File: src/rtl/bitcounter_control.sv
// Sequencing FSM for the lab bit counter: starts a count on a synchronised
// start level, steps the datapath shift/increment strobes until A empties.
//
// state   | meaning
// S_IDLE  | result cleared, A tracks input_a while start_s is low
// S_COUNT | shift A right each cycle, increment on A[0]; exit once A == 0
// S_DONE  | result final; hold until start_s drops
module bitcounter_control #(
  parameter int WIDTH = 8
) (
  input  logic             clock,
  input  logic             reset,
  input  logic             start,
  input  logic [WIDTH-1:0] A,
  output logic             clear,
  output logic             load_a,
  output logic             r_shift,
  output logic             incr,
  output logic             busy,
  output logic             done
);

  typedef enum logic [1:0] {
    S_IDLE  = 2'd0,
    S_COUNT = 2'd1,
    S_DONE  = 2'd2
  } state_t;

  state_t state_q, state_d;
  logic   start_s1_q;
  logic   start_s_q;

  always_ff @(posedge clock or negedge reset) begin
    if (!reset) begin
      state_q    <= S_IDLE;
      start_s1_q <= 1'b0;
      start_s_q  <= 1'b0;
    end else begin
      state_q    <= state_d;
      start_s1_q <= start;
      start_s_q  <= start_s1_q;
    end
  end

  // incr looks at A[0] before the same-edge shift, so each set bit counts once
  always_comb begin
    state_d = state_q;
    clear   = 1'b0;
    load_a  = 1'b0;
    r_shift = 1'b0;
    incr    = 1'b0;
    busy    = 1'b0;
    done    = 1'b0;
    case (state_q)
      S_IDLE: begin
        clear  = 1'b1;
        load_a = ~start_s_q;
        if (start_s_q) state_d = S_COUNT;
      end
      S_COUNT: begin
        busy = 1'b1;
        if (A == '0) begin
          state_d = S_DONE;
        end else begin
          r_shift = 1'b1;
          incr    = A[0];
        end
      end
      S_DONE: begin
        done = 1'b1;
        if (!start_s_q) state_d = S_IDLE;
      end
      default: state_d = S_IDLE;
    endcase
  end

endmodule

File: config.mk
export PLATFORM = sky130hd
export DESIGN_NAME = bitcounter_control
export DESIGN_NICKNAME = d
export VERILOG_FILES = /design/src/rtl/bitcounter_control.sv
export SDC_FILE = /design/constraint.sdc
export NUM_CORES = 1
export LEC_CHECK = 0
export ABC_CLOCK_PERIOD_IN_PS = 3600
export CAP_MARGIN = 20
export CORE_AREA = 2 2 39 41
export CTS_CLUSTER_SIZE = 24
export DETAILED_ROUTE_END_ITERATION = 6
export DIE_AREA = 0 0 41 43
export GPL_TIMING_DRIVEN = 0
export PLACE_DENSITY = 0.45
export SETUP_SLACK_MARGIN = 0.15
export SYNTH_ARGS = -nofsm -noshare
export SYNTH_HDL_FRONTEND = slang
export SYNTH_SLANG_ARGS = --single-unit
File: constraint.sdc
create_clock -name clock -period 3.6 [get_ports clock]
set_clock_uncertainty 0.15 [all_clocks]
set_input_delay 1.08 -clock clock [delete_from_list [all_inputs] [get_ports clock]]
set_output_delay 1.08 -clock clock [all_outputs]
set_load 0.01 [all_outputs]
==> qor.yml <==
pwr:
  pwr_density_cell_nw_per_um2: 302
  peakVddDrop_mv: 0.0647
  p_leak_nw: 0.165
global_routing:
  use_met2_pct: 11.3
  gr-usage-met1_pct: 8.71
  use_met3_pct: 4.71
  busiest_layer: "met2"
  grt_start_max_net_pins: 7
  grt.overflow.total: 0
  grt.total_usage_pct: 8.44
  antenna_found_initial: 0
  grt_pass1_wl_um: 903
  first_global_vias: 232
sta:
  finalMaxSlewViolations: 0
  holdWs_ns: 0.218
  rsz0062_at_grt: "false"
  max_slew_margin_pct: 84.0
  fmax_mhz: 296
  final_hold_viol_count: 0
  finalCriticalPeriod_ns: 3.37
  timing.final.crit_share_pct: 93.7
  worst_slew_pin_slew_ns: 0.239
  finalSetupViolations: 0
place:
  hpwl_um: 442
  port_buffers: 16
  routabilityCongestion: 0.607
clock_tree:
  clock_latency_ns: 0.23
  clk_pin_slew_worst_paths_ns: 0.04
  cts_tree: "yes"
  cts_inserted_buffers: 3
  clockBufferDepth: 2
  root_buffer: "clkbuf_4"
  cts.htree.levels: 1
  clkSinkCount: 4
floorplan:
  initial_core_util_pct: 13.6
  rows: 14
  fp.coreArea_um2: 1380
  die_w_um: 41
  die-area_um2: 1760
  io_pins: 17
  fp.dieH_um: 43
critical_path:
  cp_data_required_time_ns: 2.37
  end_kind: "output port"
  path_class: "in -> out"
  arrival_ns: 2.14
  path_max_fanout: 2
  start_kind: "input pin"
yosys:
  avgSynthCellArea_um2: 11.7
  ys_seq_area_share_pct: 53.3
  ys_ff_latch: 4
  synth_nets: 27
  netlist_area_um2: 188
  syn_inst: 16
  ys_types: 9
  ys_warn_count: 0
final_layout:
  area_delta_synth_final_pct: 106
  antenna_cells: 0
  post-route-util_pct: 27.9
  finalNetCount: 49
  seq_area_um2: 100
  drive_gt1_share_pct: 22.2
  fill_cells: 154
  mostFrequentLayoutCells: "7 x dlygate4sd2_1, 7 x clkdlybuf4s50_1, 4 x dfrtp_1, 3 x nor2b_1, 3 x clkbuf_4"
  multi_input_area_um2: 87.6
status:
  status: "complete, no violations"
flow_run:
  drv_cap: 0
drt:
  wl_um: 548
  first_iter_violations: 4
  dr.pass1.iters: 4
  vias_per_cell: 4.04
  drc_errors: 0
  vias: 210
  wl_per_cell_um: 10.5
  ant_nets: 0
worst_hold_path:
  hp-class: "reg -> reg"
[sequential cells by signal, summed over array words and instances, names as in the netlist]
register,cells
start_s1_q,1
start_s_q,1
state_q,2
[where the power goes]
group	internal, W	total [W]	switching (W)
clock network	0.0000372	0.0000548	0.0000176
registers	0.0000466	0.0000476	0.00000104
logic	0.0000100	0.0000144	0.00000440
total	0.0000938	0.000117	0.0000230
[worst max-delay path: stages]
cell and delay, ns:
dlygate4sd2_1 0.23, or4_4 0.54, nor2_4 0.12, nor2b_1 0.05, buf_2 0.13
[path summary, 6_finish.rpt]
kind	start	endpoint	slack, ns	depth (start not counted)
worst max-delay path	A[6]	r_shift	0.23	5
worst min-delay path	start_s1_q	start_s_q	0.22	0
worst max register to register	state_q[0]	state_q[1]	2.51	2
worst min register to register	start_s1_q	start_s_q	0.22	0
max in group asynchronous	reset	start_s1_q	2.24	1
min in group asynchronous	reset	state_q[0]	0.90	1
[cell usage after synthesis, drive strengths merged]
cell | count | share of area, %
dfrtp | 4 | 53
and2 | 1 | 3.3
nor2b | 3 | 10
nor3 | 1 | 2.7
a22o | 1 | 4.7
or4 | 2 | 12
nor2 | 3 | 10
a211oi | 1 | 4.0
[cell families after synthesis]
group,count (synthesis),synth area share [%]
AND/OR/NAND/NOR,10,38.0
flip-flops,4,53.3
AO/OA/AOI/OAI,2,8.67
[layout make-up]
type | count | share of cell area (%)
clock buffers | 3 | 5.83
repair buffers | 17 | 40.5
flip-flops and latches | 4 | 25.9
multi-input cells | 12 | 22.7
well taps | 16 | 5.18
[per-stage QoR]
stage / setup WS (ns) / total power (W) / cell area (um^2) / setup TNS (ns) / std cells
global route: 0.186 / 0.000128 / 387 / 0 / 52
detailed placement: -0.321 / 0.0000657 / 368 / -0.321 / 48
CTS: 0.181 / 0.000121 / 384 / 0 / 52
floorplan: 0.564 / 0.0000510 / 188 / 0 / 16
global placement: -0.323 / 0.0000654 / 368 / -0.323 / 48
finish: 0.227 / 0.000117 / 387 / 0 / 52
[what timing repair did]
action	CTS	global route
pin swaps	3	2
cloned	0	0
setup buffers	1	0
setup endpoints to repair	2	1
hold buffers	0	0
resized for setup	11	1
[metal layers]
layer  vias up  part of all wire (%)
met5         -                     0
met4         0                     0
met3         0                    14
met2        17                    47
met1        95                    39
li1         98                     -
(Power assumes the default switching activity.)
